<file path="src/rtl/mcpu_program_loader.sv">
// Boot loader for the MCPU: zero-fills program RAM, then loads a framed
// image (count, payload, XOR checksum) and releases the core once it verifies.
module mcpu_program_loader #(
  parameter int WORD_SIZE = 16,
  parameter int ADDR_SIZE = 8,
  parameter int RAM_SIZE  = 256
) (
  input  logic                 clk,
  input  logic                 reset,
  input  logic                 in_valid,
  output logic                 in_ready,
  input  logic [WORD_SIZE-1:0] in_word,
  output logic                 ram_we,
  output logic [ADDR_SIZE-1:0] ram_addr,
  output logic [WORD_SIZE-1:0] ram_wdata,
  output logic                 cpu_reset,
  output logic                 done,
  output logic                 error,
  output logic [ADDR_SIZE:0]   words_loaded
);

  localparam int CW = ADDR_SIZE + 1;
  localparam logic [CW-1:0]        RAM_LEN = CW'(RAM_SIZE);
  localparam logic [WORD_SIZE-1:0] MAX_LEN = WORD_SIZE'(RAM_SIZE);

  typedef enum logic [2:0] {
    S_CLEAR, S_HEADER, S_LOAD, S_CHECK, S_DONE, S_ERROR
  } state_t;

  state_t               state, state_n;
  logic [CW-1:0]        count, count_n;
  logic [CW-1:0]        index, index_n;
  logic [CW-1:0]        clr_cnt, clr_cnt_n;
  logic [WORD_SIZE-1:0] checksum, checksum_n;
  logic [CW-1:0]        words_loaded_n;
  logic                 ram_we_n;
  logic [ADDR_SIZE-1:0] ram_addr_n;
  logic [WORD_SIZE-1:0] ram_wdata_n;
  logic                 cpu_reset_n, done_n, error_n;
  logic                 xfer;

  assign in_ready = (state == S_HEADER) || (state == S_LOAD) || (state == S_CHECK);
  assign xfer     = in_valid && in_ready;

  always_comb begin
    state_n        = state;
    count_n        = count;
    index_n        = index;
    clr_cnt_n      = clr_cnt;
    checksum_n     = checksum;
    words_loaded_n = words_loaded;
    ram_we_n       = 1'b0;
    ram_addr_n     = ram_addr;
    ram_wdata_n    = ram_wdata;
    cpu_reset_n    = cpu_reset;
    done_n         = done;
    error_n        = error;

    case (state)
      S_CLEAR: begin
        // clr_cnt is one bit wider than the address so the final word is reachable
        if (clr_cnt < RAM_LEN) begin
          ram_we_n    = 1'b1;
          ram_addr_n  = clr_cnt[ADDR_SIZE-1:0];
          ram_wdata_n = '0;
          clr_cnt_n   = clr_cnt + CW'(1);
        end else begin
          state_n = S_HEADER;
        end
      end
      S_HEADER: begin
        if (xfer) begin
          checksum_n = in_word;
          if ((in_word == '0) || (in_word > MAX_LEN)) begin
            state_n = S_ERROR;
            error_n = 1'b1;
          end else begin
            state_n = S_LOAD;
            count_n = in_word[CW-1:0];
            index_n = '0;
          end
        end
      end
      S_LOAD: begin
        if (xfer) begin
          ram_we_n       = 1'b1;
          ram_addr_n     = index[ADDR_SIZE-1:0];
          ram_wdata_n    = in_word;
          checksum_n     = checksum ^ in_word;
          index_n        = index + CW'(1);
          words_loaded_n = words_loaded + CW'(1);
          if (index_n == count) state_n = S_CHECK;
        end
      end
      S_CHECK: begin
        if (xfer) begin
          if (in_word == checksum) begin
            state_n     = S_DONE;
            done_n      = 1'b1;
            cpu_reset_n = 1'b0;
          end else begin
            state_n = S_ERROR;
            error_n = 1'b1;
          end
        end
      end
      S_DONE:  ;
      S_ERROR: ;
      default: state_n = S_CLEAR;
    endcase
  end

  always_ff @(posedge clk) begin
    if (reset) begin
      state        <= S_CLEAR;
      count        <= '0;
      index        <= '0;
      clr_cnt      <= '0;
      checksum     <= '0;
      words_loaded <= '0;
      ram_we       <= 1'b0;
      ram_addr     <= '0;
      ram_wdata    <= '0;
      cpu_reset    <= 1'b1;
      done         <= 1'b0;
      error        <= 1'b0;
    end else begin
      state        <= state_n;
      count        <= count_n;
      index        <= index_n;
      clr_cnt      <= clr_cnt_n;
      checksum     <= checksum_n;
      words_loaded <= words_loaded_n;
      ram_we       <= ram_we_n;
      ram_addr     <= ram_addr_n;
      ram_wdata    <= ram_wdata_n;
      cpu_reset    <= cpu_reset_n;
      done         <= done_n;
      error        <= error_n;
    end
  end

endmodule

</file>
<file path="config.mk">
export PLATFORM = sky130hd
export DESIGN_NAME = mcpu_program_loader
export DESIGN_NICKNAME = d
export VERILOG_FILES = /design/src/rtl/mcpu_program_loader.sv
export SDC_FILE = /design/constraint.sdc
export NUM_CORES = 1
export LEC_CHECK = 0
export CAP_MARGIN = 25
export CORE_UTILIZATION = 49
export CTS_CLUSTER_DIAMETER = 60
export DETAILED_ROUTE_END_ITERATION = 7
export GPL_ROUTABILITY_DRIVEN = 0
export PLACE_DENSITY = 0.82
export SYNTH_ARGS = -nofsm -noshare
export SYNTH_HDL_FRONTEND = slang
export SYNTH_SLANG_ARGS = --single-unit
</file>
<file path="constraint.sdc">
create_clock -name clk -period 1.9 [get_ports clk]
set_input_delay 0.285 -clock clk [delete_from_list [all_inputs] [get_ports clk]]
set_output_delay 0.285 -clock clk [all_outputs]
set_load 0.01 [all_outputs]
</file>
==> results.toml, run 1 <==
[detailed_routing]
top_layer = "met4"
wire_per_inst_um = 15.4
avgViaCountPerCell = 5.82
via_count = 4260
drc_errors = 0
drt_first_pass_iters = 4
wl_met2_um = 5710
wirelength_um = 11300
met1Wirelength_um = 4770
dr.first_iter.drc_count = 284
wl_met3_um = 571
ant_nets = 0

[critical_path]
r2r_end = "index[6]$_SDFFE_PP0P_"
criticalPathCategory = "input pin to flip-flop"
critPathMaxFanout = 4
crit_path_start_kind = "input pin"
critPathCaptureType = "flip-flop"
reg2reg_depth = 5
crit_arrival_ns = 2.16
crit_path_start = "in_word[14]"
r2r_slack_ns = 0.06
worstPathRequired_ns = 2.18
timing.rr.start = "state[1]$_SDFFE_PP0P_"
crit_end = "index[6]$_SDFFE_PP0P_"

[logic_synthesis]
synth_area_mm2 = 0.00413
postSynthAreaPerCell_um2 = 7.81
synth_seq_cells = 83
synth-main-ff-cell = "dfxtp_1"
yosys.area.top_type = "dfxtp_1"
ys_seq_area_share_pct = 40.2
synthesis.nets = 551
ys_types = 48
synth_edf_count = 0
synth_commonest_cells = "nand2_1 (87), dfxtp_1 (83), nor2_1 (61)"
synth_top_area_share_pct = 40.2
synth_most_common_cell = "nand2_1"
async_flop_share_pct = 0
synthCells = 529
ys_warn_count = 0
synth.area.top_cells = "dfxtp_1 (40%), nand2_1 (7.9%), a21oi_1 (6.4%)"

[die]
ios = 57
start_util_pct = 50.6
core_mm2 = 0.00818
rows = 33
fp.dieH_um = 93.9
die_area_mm2 = 0.00881
die_x_um = 93.9

[place]
io_buffers = 56
placed_cell_area_mm2 = 0.00516
dpl.hpwl_um = 7940
placed_cells = 715

[sta]
timing.final.crit_share_pct = 99.0
setup_violations = 0
fmax_ghz = 0.532
worst_pin_slew_ns = 0.523
fin_worst_skew_ns = 0.00856
final_hold_viol_count = 0
period_minus_slack_ns = 1.88
drv_slew = 0
fin_tns_setup_ns = 0
slew-limit-headroom_pct = 64.8

[clock_network]
cts_tree = "done"
htree_num_levels = 3
clk_path_buf_depth = 2
cts.sinks = 83
cts_made_buffers = 9
clk_root_buffer_cell = "clkbuf_8"
clkTransAtPathRegs_ns = 0.08
insertion_delay_ns = 0.35

[finish]
utilization_pct = 67.2
drive_gt1_share_pct = 16.1
area_growth_pct = 32.8
stdcell_count = 732
fin_area_mm2 = 0.00549
nNetsFinal = 644
fillCellCount = 623
antenna_cells = 0

[pwr]
static-leakage-power_nw = 2.03
p_total_mw = 3.37
power_density_mw_per_mm2 = 614
max-vdd-ir-drop_mv = 0.315

[global_route]
grt_max_degree = 45
grt_pass1_vias = 3889
antenna_found_initial = 0
grt_overflow = 0
grt_pass1_wl_um = 17800
grt_usage_pct = 25.5

[min_path]
hp-class = "input pin to flip-flop"
holdPathStages = 3

[status]
status = "finished clean"

[run]
max_cap_violations = 0
-- layout by cell type, fill, tap and decap left out, types with 9 or more instances in the layout --
| cell type | n |
|---|---|
| xnor2_1 | 17 |
| nor2_1 | 61 |
| mux2i_1 | 10 |
| clkbuf_8 | 9 |
| o21ai_0 | 41 |
| clkdlybuf4s50_1 | 43 |
| dfxtp_1 | 81 |
| buf_4 | 56 |
| a21oi_1 | 53 |
| nand4_1 | 11 |
| xor2_1 | 17 |
| nand2_1 | 87 |
| nand3_1 | 25 |
-- per-layer routing --
layer | GRT usage (%) | vias up
li1 | - | 2029
met1 | 31.1 | 2053
met2 | 44.8 | 155
met3 | 3.96 | 23
met4 | 9.49 | 0
met5 | 0 | -
-- cell families (layout without fill, tap and decap cells) --
kind of cell	after synthesis	count (layout)	share of synthesized area [%]
xor gates and xnor gates	37	37	8.17
muxes	10	10	2.42
and+or+nand+nor	232	232	26.9
AOI/OAI and AO/OA	123	123	17.4
buffers and inverters	41	139	3.99
adders and majority gates	3	3	0.908
DFF	83	83	40.2
-- worst min-delay path by stage --
stage                                       from                         to
final                                      reset      state[0]$_SDFFE_PP0P_
after CTS                                  reset      state[0]$_SDFFE_PP0P_
after detailed placement  cpu_reset$_SDFFE_PP1P_     cpu_reset$_SDFFE_PP1P_
after global placement    cpu_reset$_SDFFE_PP1P_     cpu_reset$_SDFFE_PP1P_
after floorplan                       in_word[0]  ram_wdata[0]$_SDFFE_PP0P_
after global routing                       reset      state[0]$_SDFFE_PP0P_
-- timing repair --
| item | 4_1_cts | 5_1_grt |
|---|---|---|
| pin swaps | 10 | 10 |
| gates resized for setup | 17 | 17 |
| hold buffers | 0 | 0 |
| buffers inserted | 0 | 1 |
| endpoints found under the setup margin | 13 | 16 |
-- through the flow --
stage | worst slack (ns) | hold WS, ns
4_1_cts | -0.00167 | 0.267
6_report | 0.0187 | 0.277
5_1_grt | -0.00388 | 0.270
3_5_place_dp | -0.513 | 0.438
2_1_floorplan | 0.0157 | 0.421
3_3_place_gp | -0.460 | 0.435
-- registers in the layout, summed over array words and instances, names as in the netlist, 3 cells and up --
register      flops
clr_cnt           9
count             9
checksum         16
ram_addr          8
state             3
words_loaded      9
ram_wdata        16
index             9
-- layout make-up --
class / count / area, µm² / area share [%]
clock inverter: 6 / 90.1 / 1.64
sequential: 83 / 1670 / 30.3
inverter: 6 / 22.5 / 0.410
multi-input combinational: 405 / 2400 / 43.7
timing repair buffer: 117 / 1060 / 19.2
clock buffer: 10 / 128 / 2.32
tap: 105 / 131 / 2.39
-- critical path: stages --
cell,delay [ns]
clkdlybuf4s50_1,0.46
or4_4,0.45
nor2_4,0.18
a41oi_4,0.15
or4_1,0.52
a21oi_1,0.12
-- report_power, final --
part           switching (mW)  total (mW)  internal, mW
clock                   0.647        1.39         0.743
sequential            0.00893        1.76          1.75
combinational           0.117       0.224         0.108
Power figures use the tool's default switching activity.
==> inputs of run 2 (changes only) <==
--- a/config.mk
+++ b/config.mk
@@ -5,7 +5,7 @@
 export SDC_FILE = /design/constraint.sdc
 export NUM_CORES = 1
 export LEC_CHECK = 0
-export CAP_MARGIN = 25
+export CAP_MARGIN = 40
 export CORE_UTILIZATION = 49
 export CTS_CLUSTER_DIAMETER = 60
 export DETAILED_ROUTE_END_ITERATION = 7
==> results of run 2 <==
Final layout, timing and power as in run 1 (identical DEF).
==> inputs of run 3 (changes only) <==
==> constraint.sdc (replaced) <==
create_clock -name clk -period 1.9 [get_ports clk]
set_input_delay 0.285 -clock clk [delete_from_list [all_inputs] [get_ports clk]]
set_output_delay 0.285 -clock clk [all_outputs]
set_load 0.1 [all_outputs]
==> run 3 against run 2 <==
Net effect:
- the run now ends with setup timing left
- first-iteration DRC count is 21% lower
- largest power group unchanged
- core utilization is 0.66 points lower
- highest routed layer unchanged
- global-route usage is 0.70 points higher
- sequential cell count stayed put
- combinational power is 14% higher
- sequential share of layout area is 0.35 points higher
- critical endpoint unchanged
- register-to-register slack worse by 0.07 ns
==> results.toml, run 3 (synthesis gave the netlist of run 1 again) <==
[pwr]
comb_power_share_pct = 7.7
static-leakage-power_nw = 2.08
p_clk_share_pct = 39.1
p_total_mw = 3.31
pwr-share-seq_pct = 53.1
power_density_mw_per_mm2 = 608
max-vdd-ir-drop_mv = 0.386
sw_frac_of_total_pct = 25.2
p_int_mw = 2.47
p_sw_mw = 0.835

[clock_network]
cts_made_buffers = 9
htree_num_levels = 3
clkTransAtPathRegs_ns = 0.08
clk_path_buf_depth = 2
clk_root_buffer_cell = "clkbuf_8"
cts.sinks = 83
cts_tree = "done"
insertion_delay_ns = 0.36

[global_route]
grt_overflow = 0
antenna_found_initial = 0
grt_max_degree = 45
grt_pass1_wl_um = 18300
grt_pass1_vias = 4039
grt_usage_pct = 26.2

[sta]
fin_worst_skew_ns = 0.00856
timing.final.crit_share_pct = 100
period_minus_slack_ns = 1.91
worst_pin_slew_ns = 0.533
fmax_ghz = 0.524
slew-limit-headroom_pct = 64.1
final_hold_viol_count = 0
grt_setup_unrepaired = "true"
drv_slew = 0
setup_violations = 1
setup_ws_ns = -0.00747

[die]
core_mm2 = 0.00818
fp.dieH_um = 93.9
die_x_um = 93.9
rows = 33
die_area_mm2 = 0.00881
ios = 57
start_util_pct = 50.6

[critical_path]
slowest_delay_ns = 0.54
criticalPathCategory = "flip-flop to flip-flop"
crit_top_cell = "or4_4"
critPathMaxFanout = 4
cpMaxStageDelayCell = "or4_4"
path_cells = "or4_4 > nor2_4 > a41oi_4 > or4_4 > a21oi_2"
crit_path_start_kind = "flip-flop"
cp_top_family = "simple AND/OR/NAND/NOR gates"
crit_arrival_ns = 2.20
critPathCaptureType = "flip-flop"
worstPathRequired_ns = 2.19
crit_buf_inv = 0

[detailed_routing]
via_count = 4254
avgViaCountPerCell = 5.78
drc_errors = 0
ant_nets = 0
drt_first_pass_iters = 5
dr.first_iter.drc_count = 224
wirelength_um = 11200
wire_per_inst_um = 15.2

[place]
placed_cell_area_mm2 = 0.00513
io_buffers = 56
dpl.hpwl_um = 7930
placed_cells = 718

[finish]
area_growth_pct = 31.5
antenna_cells = 0
fin_area_mm2 = 0.00544
fillCellCount = 643
utilization_pct = 66.5
top_regs = "checksum (16), ram_wdata (16)"
drive_gt1_share_pct = 23.8
stdcell_count = 736
final_cell_mix = "buf_4 (97), nand2_1 (87), dfxtp_1 (77)"
final_common_cell = "buf_4"
nNetsFinal = 648

[run]
max_cap_violations = 0

[status]
status = "finished with violations"
violations = "setup timing"

[min_path]
hp-class = "input pin to flip-flop"
## run 3: through the flow
stage	setup slack (ns)	setup TNS, ns	hold slack (ns)
finish	-0.00747	-0.00747	0.275
global route	-0.0376	-0.0475	0.279
CTS	-0.0220	-0.0398	0.238
detailed placement	-0.527	-10.15	0.444
global placement	-0.456	-8.71	0.438
floorplan	0.00482	0	0.421
## run 3: final cells by class
cell class	count	area, µm²	area share, %
timing repair buffer	121	1010	18.5
clock buffer	9	124	2.28
tap	105	131	2.42
sequential	83	1670	30.7
clock inverter	7	76.3	1.40
inverter	6	22.5	0.414
multi-input combinational	405	2410	44.3
## run 3: final timing paths
| kind | slack [ns] | cells past startpoint | end | start |
|---|---|---|---|---|
| worst max register to register | -0.007 | 5 | index[6]$_SDFFE_PP0P_ | state[1]$_SDFFE_PP0P_ |
| worst min register to register | 0.45 | 2 | done$_SDFFE_PP0P_ | done$_SDFFE_PP0P_ |
| worst min-delay path | 0.28 | 3 | state[0]$_SDFFE_PP0P_ | reset |
| worst max-delay path | -0.007 | 5 | index[6]$_SDFFE_PP0P_ | state[1]$_SDFFE_PP0P_ |
## run 3: what timing repair did
action,CTS,global route
endpoints found under the hold margin,0,0
setup buffers,1,1
pin swaps,7,6
setup endpoints to repair,15,19
gates resized for setup,11,17
hold buffers,0,0
gates cloned,0,0
## run 3: power by group through the flow
stage	Clock, mW	Combinational, mW	Sequential, mW
6_report	1.29	0.256	1.76
5_1_grt	1.38	0.272	1.76
4_1_cts	1.31	0.249	1.76
3_5_place_dp	0	0.245	1.80
3_3_place_gp	0	0.241	1.80
2_1_floorplan	0	0.0708	1.83
## run 3: tightest hold or removal path: cells and delay by family
| family | cells | cell delay, ns |
|---|---|---|
| AND/OR/NAND/NOR | 2 | 0.19 |
| buffers and inverters | 1 | 0.12 |
## run 3: layer usage
layer  GRT usage (%)  up-vias  wire length (µm)
met5               0        -                 0
met4            10.6        0               204
met3            4.29       22               698
met2            44.0      176              5590
met1            33.1     2012              4730
li1                -     2044                 -
